===== config.mk =====
export PLATFORM = sky130hd
export DESIGN_NAME = mux_sel_feeder
export DESIGN_NICKNAME = d
export VERILOG_FILES = /design/src/rtl/mux_sel_feeder_pkg.sv /design/src/rtl/mux_sel_idx.sv /design/src/rtl/mux_sel_feeder.sv
export SDC_FILE = /design/constraint.sdc
export NUM_CORES = 1
export LEC_CHECK = 0
export CORE_MARGIN = 2
export CORE_UTILIZATION = 35
export CTS_BUF_LIST = sky130_fd_sc_hd__clkbuf_16
export DETAILED_ROUTE_END_ITERATION = 16
export PLACE_DENSITY = 0.74
export SYNTH_ARGS = -nofsm -noshare
export SYNTH_HDL_FRONTEND = slang
export SYNTH_HIERARCHICAL = 1
export SYNTH_SLANG_ARGS = --single-unit

===== constraint.sdc =====
create_clock -name clk -period 3.1 [get_ports clk]
set_input_delay 0.31 -clock clk [delete_from_list [all_inputs] [get_ports clk]]
set_output_delay 0.31 -clock clk [all_outputs]
set_load 0.01 [all_outputs]

===== src/rtl/mux_sel_feeder_pkg.sv =====
// Shared types, widths and scan-edge helpers for the mux select feeder.
// Latency: n/a (package only).
// Backpressure: n/a (package only).
//
// Optional build macro: MUX_SEL_FEEDER_REVERSE_EN selects an MSB-first
// (descending) scan. When it is undefined the scan runs LSB-first.
package mux_sel_feeder_pkg;

  // Select code width for the 8:1 mux (S is 4 bits, bit = D[S>>1]).
  localparam int SEL_W  = 4;
  // Width of the mux data bus D.
  localparam int DATA_W = 8;
  // Number of distinct select codes.
  localparam int SEL_CODES = 1 << SEL_W;

`ifdef MUX_SEL_FEEDER_REVERSE_EN
  // Descending scan: start at the high edge, finish at code 0.
  localparam bit REVERSE = 1'b1;
`else
  // Ascending scan: start at code 0, finish at the high edge.
  localparam bit REVERSE = 1'b0;
`endif

  typedef enum logic {
    IDLE = 1'b0,
    SCAN = 1'b1
  } state_t;

  // Low edge of the scan is always code 0; the high edge is the last code
  // reachable from 0 in whole steps (14 for STEP=2, 15 for STEP=1).
  function automatic logic [SEL_W-1:0] scan_edge(input int step, input bit hi);
    return hi ? SEL_W'(SEL_CODES - step) : '0;
  endfunction

  // First select code of a word.
  function automatic logic [SEL_W-1:0] scan_start(input int step);
    return scan_edge(step, REVERSE);
  endfunction

  // Last select code of a word.
  function automatic logic [SEL_W-1:0] scan_end(input int step);
    return scan_edge(step, !REVERSE);
  endfunction

endpackage


===== src/rtl/mux_sel_idx.sv =====
// Select counter: loads the scan start code, advances by STEP per beat.
// Latency: one cycle from i_load / i_adv to the new o_sel value.
// Backpressure: holds o_sel whenever neither i_load nor i_adv is asserted.
//
// Ports:
//   clk, rst      clock and asynchronous active-high reset (reset -> START)
//   i_load        load the scan start code (takes priority over i_adv)
//   i_adv         step o_sel one beat towards the scan end
//   o_sel         current select code
//   o_is_first    o_sel equals the scan start code
//   o_is_last     o_sel equals the scan end code
//
// Scan direction follows MUX_SEL_FEEDER_REVERSE_EN through the package.
module mux_sel_idx
  import mux_sel_feeder_pkg::*;
#(
  parameter int STEP = 2
) (
  input  logic             clk,
  input  logic             rst,
  input  logic             i_load,
  input  logic             i_adv,
  output logic [SEL_W-1:0] o_sel,
  output logic             o_is_first,
  output logic             o_is_last
);

  // Only 1 and 2 divide the 16-code space into a scan that visits each
  // data bit the same number of times.
  if (STEP != 1 && STEP != 2) begin : g_bad_step
    $error("mux_sel_idx: STEP must be 1 or 2");
  end

  localparam logic [SEL_W-1:0] START  = scan_start(STEP);
  localparam logic [SEL_W-1:0] END    = scan_end(STEP);
  localparam logic [SEL_W-1:0] STEP_V = SEL_W'(STEP);

  logic [SEL_W-1:0] r_sel;
  logic [SEL_W-1:0] w_sel_next;

  // The scan never crosses the edges inside a word, so plain 4-bit
  // arithmetic is enough; the owner reloads START before any wrap.
  always_comb begin
    w_sel_next = r_sel;
    if (i_load) begin
      w_sel_next = START;
    end else if (i_adv) begin
      w_sel_next = REVERSE ? (r_sel - STEP_V) : (r_sel + STEP_V);
    end
  end

  always_ff @(posedge clk or posedge rst) begin
    if (rst) begin
      r_sel <= START;
    end else begin
      r_sel <= w_sel_next;
    end
  end

  assign o_sel      = r_sel;
  assign o_is_first = (r_sel == START);
  assign o_is_last  = (r_sel == END);

endmodule


===== src/rtl/mux_sel_feeder.sv =====
// Feeds an 8:1 data-select mux: holds a word on D and scans S across it.
// Latency: first beat one cycle after accept; back-to-back words, no bubble.
// Backpressure: beat (d_out, s_out) holds while sel_valid && !sel_ready.
//
// Ports:
//   clk, rst              clock and asynchronous active-high reset
//   in_valid/in_ready     upstream word handshake (in_ready is combinational)
//   in_data               word to serialise
//   d_out                 mux data bus, constant for every beat of a word
//   s_out                 mux select code
//   sel_valid/sel_ready   downstream beat handshake
//   sel_first/sel_last    beat is the first / last of the current word
//   words_done            count of fully transferred words, wraps silently
//
// Build macro MUX_SEL_FEEDER_REVERSE_EN (via the package) makes the scan
// run MSB-first; handshake, counter and stall behaviour are unchanged.
module mux_sel_feeder
  import mux_sel_feeder_pkg::*;
#(
  parameter int STEP = 2,
  parameter int CW   = 8
) (
  input  logic              clk,
  input  logic              rst,
  input  logic              in_valid,
  output logic              in_ready,
  input  logic [DATA_W-1:0] in_data,
  output logic [DATA_W-1:0] d_out,
  output logic [SEL_W-1:0]  s_out,
  output logic              sel_valid,
  input  logic              sel_ready,
  output logic              sel_first,
  output logic              sel_last,
  output logic [CW-1:0]     words_done
);

  state_t            r_state;
  logic [DATA_W-1:0] r_d_out;
  logic              r_sel_valid;
  logic [CW-1:0]     r_words_done;

  logic              w_xfer;
  logic              w_word_end;
  logic              w_idx_load;
  logic              w_idx_adv;
  logic              w_is_first;
  logic              w_is_last;
  logic [SEL_W-1:0]  w_sel;

  // A beat moves when both sides agree; the word ends on the last beat.
  assign w_xfer     = r_sel_valid && sel_ready;
  assign w_word_end = w_xfer && w_is_last;

  // A new word can be taken while idle, or in the very cycle the previous
  // word's last beat leaves, which is what removes the bubble.
  assign in_ready = (r_state == IDLE) || w_word_end;

  // Loading START while idle is harmless (the counter already sits there)
  // and keeps the load term identical to the accept window.
  assign w_idx_load = (r_state == IDLE) || w_word_end;
  assign w_idx_adv  = w_xfer && !w_is_last;

  mux_sel_idx #(
    .STEP (STEP)
  ) u_idx (
    .clk        (clk),
    .rst        (rst),
    .i_load     (w_idx_load),
    .i_adv      (w_idx_adv),
    .o_sel      (w_sel),
    .o_is_first (w_is_first),
    .o_is_last  (w_is_last)
  );

  // Handshake FSM. d_out is only written on accept, so it stays fixed for
  // every beat of a word and keeps the last word while idle.
  always_ff @(posedge clk or posedge rst) begin
    if (rst) begin
      r_state      <= IDLE;
      r_d_out      <= '0;
      r_sel_valid  <= 1'b0;
      r_words_done <= '0;
    end else begin
      case (r_state)
        IDLE: begin
          if (in_valid) begin
            r_d_out     <= in_data;
            r_sel_valid <= 1'b1;
            r_state     <= SCAN;
          end
        end
        SCAN: begin
          if (w_word_end) begin
            r_words_done <= r_words_done + 1'b1;
            if (in_valid) begin
              // Next word starts straight away; sel_valid stays high.
              r_d_out <= in_data;
            end else begin
              r_sel_valid <= 1'b0;
              r_state     <= IDLE;
            end
          end
        end
        default: begin
          r_state     <= IDLE;
          r_sel_valid <= 1'b0;
        end
      endcase
    end
  end

  assign d_out      = r_d_out;
  assign s_out      = w_sel;
  assign sel_valid  = r_sel_valid;
  assign sel_first  = r_sel_valid && w_is_first;
  assign sel_last   = r_sel_valid && w_is_last;
  assign words_done = r_words_done;

  // A stalled beat must present the same select and data next cycle.
  a_stall_hold: assert property (@(posedge clk) disable iff (rst)
    (r_sel_valid && !sel_ready) |=> (r_sel_valid && $stable(s_out) && $stable(d_out)));

  // Within a word the data bus never changes.
  a_word_hold: assert property (@(posedge clk) disable iff (rst)
    (w_xfer && !w_is_last) |=> $stable(d_out));

  // sel_valid is high exactly while scanning.
  a_state_vld: assert property (@(posedge clk) disable iff (rst)
    ((r_state == SCAN) == r_sel_valid));

endmodule


==> flow_summary_export.csv, run 1 <==
group,metric,value,unit
status,status,"completed",
power_and_ir_drop,irDropWorstVdd,0.5651,mV
synth,synth_top_cell_by_area,"dfrtp_1",
worst_hold_path,hp-class,"in -> async",
clock_tree,cts_root_buf,"clkbuf_16",
floorplan,die-area,3157,um^2
synth,ys_top_cells_by_count,"dfrtp_1, mux2_2, nor2_1, xor2_1, nand2_1",
clock_tree,clk_latency,0.25,ns
clock_tree,clkTransAtPathRegs,0.05,ns
clock_tree,clock-sinks,21,
synth,syn_avg_cell_area,12.54,um^2
floorplan,core,2522,um^2
sta,fin_crit,2.171,ns
synth,syn_area,953.4,um^2
drt,wirelength,1.913,mm
clock_tree,cts_htree_levels,1,
clock_tree,cts_resized,0,
floorplan,io_pins,36,
power_and_ir_drop,leakage,0.6374,nW
clock_tree,cts_setup_buffers,0,
power_and_ir_drop,p_sw_share,29.62,%
clock_tree,clock_path_buffers,2,
power_and_ir_drop,comb_power_share,39.0,%
sta,worst_slew_pin_slew,0.6837,ns
sta,tns,0,ns
power_and_ir_drop,pwr-share-clk,22.5,%
drt,drtAntennaViolNets,0,
synth,ys.warnings.count,6,
placement,gp_congestion,0.7333,
drt,drc,0,
finish,final_layout_size_suffix_gt1_share,15.04,%
global_route,grt_pass1_vias,736,
synth,synth_most_common_cell,"dfrtp_1",
placement,io_buffers,34,
worst_setup_path,startpoint,"u_idx/o_sel[1]",
floorplan,placementRows,18,
clock_tree,cts.hold.buffers_added,0,
synth,synth-edff-count,0,
floorplan,die_x,56.19,um
drt,via_per_inst,4.888,
synth,synth_area_leaders,"dfrtp_1, mux2_2, xor2_1, ha_1, nor2_1",
worst_setup_path,cp_max_fo,5,
synth,synth_seq_area_share,55.12,%
finish,final_area,1403,um^2
clock_tree,cts_inserted_buffers,3,
sta,finalSetupViolCount,0,
finish,final_nets,128,
sta,rsz0062_at_grt,"no",
worst_setup_path,worstPathRequired,2.79,ns
finish,fin_util,55.61,%
finish,multi_input_area,405.4,um^2
sta,hold_viol,0,
drt,drt_pass1_iterations,4,
finish,regArea,525.5,um^2
clock_tree,tritoncts,"done",
global_route,antenna_found_initial,0,
finish,fillers,225,
power_and_ir_drop,p_seq_share,38.5,%
worst_setup_path,setup.worst_path.start_class,"register",
global_route,gr-total-overflow,0,
sta,max_freq,460.6,MHz
power_and_ir_drop,power_density,828.5,nW/um^2
power_and_ir_drop,intPower,0.8179,mW
floorplan,floorplan.initialDensity,37.80,%
global_route,grt_max_degree,19,
synth,synth_cell_type_count,23,
synth,synth_ff_type,"dfrtp_1",
sta,fin_skew,0.0009901,ns
job,maxCapViolCount,0,
worst_setup_path,r2r-start,"u_idx/o_sel[1]",
drt,wl_per_cell,13.38,um
finish,area_growth,47.11,%
synth,synthCells,76,
sta,finalCritPeriodShare,70.03,%
global_route,track_usage,13.47,%
finish,antenna_cells,0,
drt,vias,699,
synth,async_flop_share,100.0,%
worst_setup_path,arrival,1.86,ns
synth,syn_nets,90,
worst_setup_path,timing_worst_setup_path_type,"reg -> out",
floorplan,die_y,56.19,um
synth,synthDominantCellAreaShare,55.12,%
power_and_ir_drop,design_power_total,1.162,mW
power_and_ir_drop,p_sw,0.3442,mW
placement,placed_area,1324,um^2
synth,ys_ff_latch,21,
sta,slew_viol_final,0,
sta,slew_headroom,54.37,%
placement,detailed_place_hpwl,1.412,mm
drt,dr.first_iter.drc_count,11,
worst_setup_path,end_kind,"output port",
global_route,grt_pass1_wl,3.394,mm
==> layout make-up <==
cell class | count | area share (%)
inverter | 4 | 1.070
tap | 30 | 2.676
timing repair buffer | 34 | 24.26
clock inverter | 1 | 0.2676
clock buffer | 3 | 5.352
multi-input combinational | 50 | 28.90
sequential | 21 | 37.47
==> worst paths after layout <==
kind                                  endpoint  slack (ns)  cells after the start
min in group clk                 words_done[7]        0.48                      1
max in group asynchronous        words_done[4]        2.16                      2
worst min-delay path            u_idx/o_sel[1]        0.26                      2
worst max register to register        d_out[1]        1.42                      4
worst min register to register   words_done[7]        0.48                      1
worst max-delay path                  in_ready        0.93                      4
==> logic make-up after synthesis <==
family | share of synthesized area, %
AO/OA/AOI/OAI | 4.725
adder cells (fa/ha/maj) | 2.624
XOR/XNOR | 7.349
buffers and inverters | 2.362
multiplexers | 11.68
other | 0.3933
AND/OR/NAND/NOR | 15.75
flip-flops | 55.12
==> routing by layer <==
layer	wire length, um	vias up	GRT usage [%]	share of wire [%]
li1	-	331	-	-
met1	883	342	17.01	46
met2	905	26	22.18	47
met3	123	0	5.349	6.4
met4	0	0	2.041	0
met5	0	-	0	0
==> per-stage QoR <==
stage | hold WS [ns] | std cells | setup WS, ns
floorplan | 0.06364 | 76 | 1.540
global placement | 0.4635 | 139 | 1.056
detailed placement | 0.4658 | 139 | 1.009
CTS | 0.2650 | 143 | 0.9154
global route | 0.3080 | 143 | 0.8214
finish | 0.2640 | 143 | 0.9290
==> critical path, stage by stage, from the launching register on <==
cell,delay [ns]
dfrtp_1,0.42
and3_1,0.30
nand3_2,0.13
nand2_1,0.19
clkdlybuf4s50_1,0.57
==> power groups by stage <==
stage               clock network [mW]  registers [mW]  logic (mW)
floorplan                            0           0.485       0.171
global placement                     0           0.445       0.451
detailed placement                   0           0.453       0.458
CTS                              0.270           0.449       0.462
global route                     0.280           0.463       0.491
finish                           0.261           0.448       0.453
==> sequential cells by signal, summed over array words and instances (netlist names) <==
| signal | flops |
|---|---|
| d_out | 8 |
| words_done | 8 |
| u_idx/o_sel | 3 |
| r_state | 1 |
| sel_valid | 1 |
==> placed cells by master, fill, tap and decap left out, drive strengths merged <==
cell type,n
ha,2
inv,5
xor2,6
o21ai,2
nand2,5
clkbuf,3
nor4,1
clkdlybuf4s50,34
nor3,3
mux2,9
nand4,1
dfrtp,21
a21bo,1
and3,1
xnor2,2
and2,2
mux2i,1
conb,1
nand3,4
nor2,6
nand3b,1
a21oi,2
Note: power is estimated with default switching activity, not from simulation.
==> run 2: changes to the inputs <==
- clock period: 3.1 -> 2.19 ns (I/O delays scaled with it)
==> flow_summary_export.csv, run 2 (synthesized netlist as in run 1, its figures left out) <==
group,metric,value,unit
status,status,"completed",
drt,wirelength,1.894,mm
clock_tree,tritoncts,"done",
clock_tree,cts_htree_levels,1,
sta,worst_slew_pin_slew,0.6518,ns
global_route,grt_pass1_vias,686,
worst_setup_path,cp_max_fo,5,
drt,wl_per_cell,13.24,um
floorplan,die_x,56.19,um
placement,detailed_place_hpwl,1.421,mm
floorplan,core,2522,um^2
floorplan,io_pins,36,
drt,dr.first_iter.drc_count,3,
power_and_ir_drop,leakage,0.6360,nW
global_route,antenna_found_initial,0,
clock_tree,clkTransAtPathRegs,0.06,ns
finish,antenna_cells,0,
finish,final_common_cell,"clkdlybuf4s50_1",
worst_setup_path,setup.worst_path.start_class,"register",
worst_setup_path,arrival,1.88,ns
worst_setup_path,cp_top_family,"simple AND/OR/NAND/NOR gates",
power_and_ir_drop,power_density,1177,nW/um^2
worst_setup_path,end_kind,"output port",
finish,area_growth,47.24,%
finish,multi_input_area,405.4,um^2
clock_tree,cts.hold.buffers_added,0,
sta,finalSetupViolCount,0,
floorplan,die-area,3157,um^2
placement,io_buffers,34,
placement,gp_congestion,0.7152,
floorplan,placementRows,18,
worst_setup_path,worstPathCellList,"and3_1 > nand3_2 > nand2_1 > clkdlybuf4s50_1",
worst_setup_path,worstPathRequired,1.97,ns
sta,fin_crit,2.094,ns
sta,slew_headroom,56.50,%
clock_tree,cts_root_buf,"clkbuf_16",
sta,fin_skew,0.002662,ns
drt,via_per_inst,4.664,
worst_setup_path,cp_slowest_cell,"clkdlybuf4s50_1",
clock_tree,clock-sinks,21,
clock_tree,cts_setup_buffers,0,
power_and_ir_drop,design_power_total,1.652,mW
finish,regArea,525.5,um^2
worst_setup_path,timing_worst_setup_path_type,"reg -> out",
drt,drc,0,
clock_tree,clk_latency,0.25,ns
finish,final_cell_mix,"clkdlybuf4s50_1, dfrtp_1, mux2_2, nor2_1, xor2_1",
clock_tree,cts_resized,0,
sta,max_freq,477.5,MHz
power_and_ir_drop,irDropWorstVdd,0.7528,mV
drt,drtAntennaViolNets,0,
clock_tree,clock_path_buffers,2,
clock_tree,cts_inserted_buffers,3,
worst_setup_path,r2r_setup_slack,0.53,ns
global_route,grt_max_degree,19,
worst_setup_path,r2r-start,"u_idx/o_sel[1]",
floorplan,floorplan.initialDensity,37.80,%
worst_setup_path,worstReg2RegEnd,"d_out[4]",
worst_hold_path,hp-class,"in -> async",
job,maxCapViolCount,0,
sta,hold_viol,0,
worst_setup_path,reg2reg_depth,4,
sta,slew_viol_final,0,
drt,drt_pass1_iterations,4,
finish,final_layout_size_suffix_gt1_share,15.93,%
sta,tns,0,ns
finish,fillers,230,
worst_setup_path,cp.buffers_inverters,1,
floorplan,die_y,56.19,um
global_route,grt_pass1_wl,3.153,mm
sta,rsz0062_at_grt,"no",
global_route,track_usage,13.04,%
global_route,gr-total-overflow,0,
drt,vias,667,
worst_setup_path,cp_slowest_stage_delay,0.57,ns
finish,final_nets,128,
sta,finalCritPeriodShare,95.62,%
run 2: changes by cell type in the layout (fill, tap and decap cells not counted), sizes merged:
cell	before	now
inv	5	4
clkinv	0	1
run 2: worst max-delay path by stage:
stage                    from        to  slack (ns)  cells past startpoint
2_1_floorplan  u_idx/o_sel[1]  d_out[0]        0.63                      4
3_3_place_gp        sel_ready  in_ready        0.32                      4
3_5_place_dp        sel_ready  in_ready        0.26                      4
4_1_cts        u_idx/o_sel[1]  in_ready        0.09                      4
5_1_grt        u_idx/o_sel[1]  in_ready        0.01                      4
6_report       u_idx/o_sel[1]  in_ready         0.1                      4
run 2: cell type report:
cell class	count	area share [%]
clock buffer	3	5.348
clock inverter	1	0.3565
inverter	4	1.070
multi-input combinational	50	28.88
sequential	21	37.43
tap	30	2.674
timing repair buffer	34	24.24
run 2: layer usage:
layer  part of all wire [%]  GRT usage, %  up-vias
li1                       -             -      333
met1                     44         14.97      305
met2                     49         22.86       27
met3                    6.9         4.884        2
met4                   0.48         3.061        0
met5                      0             0        -
run 2: where the power goes:
part | switching (mW) | total (mW) | internal (mW)
Clock | 0.131 | 0.375 | 0.245
Sequential | 0.115 | 0.634 | 0.519
Combinational | 0.247 | 0.643 | 0.397
run 2: worst reg2reg max path, delay by kind of cell, from the launching register on:
family	cells	cell delay (ns)
compound gates	1	0.32
mux	1	0.38
simple gates	2	0.43
flops	1	0.42
run 2: through the flow:
stage          setup slack (ns)  area, um^2  hold WS (ns)  utilization, %  std cells
2_1_floorplan            0.6295       953.4      -0.02736               -         76
3_3_place_gp             0.3224        1324        0.4310           52.48        139
3_5_place_dp             0.2634        1324        0.4448           52.48        139
4_1_cts                 0.08717        1404        0.1815           55.65        143
5_1_grt                 0.01310        1404        0.2000           55.65        143
6_report                0.09589        1404        0.1730           55.65        143
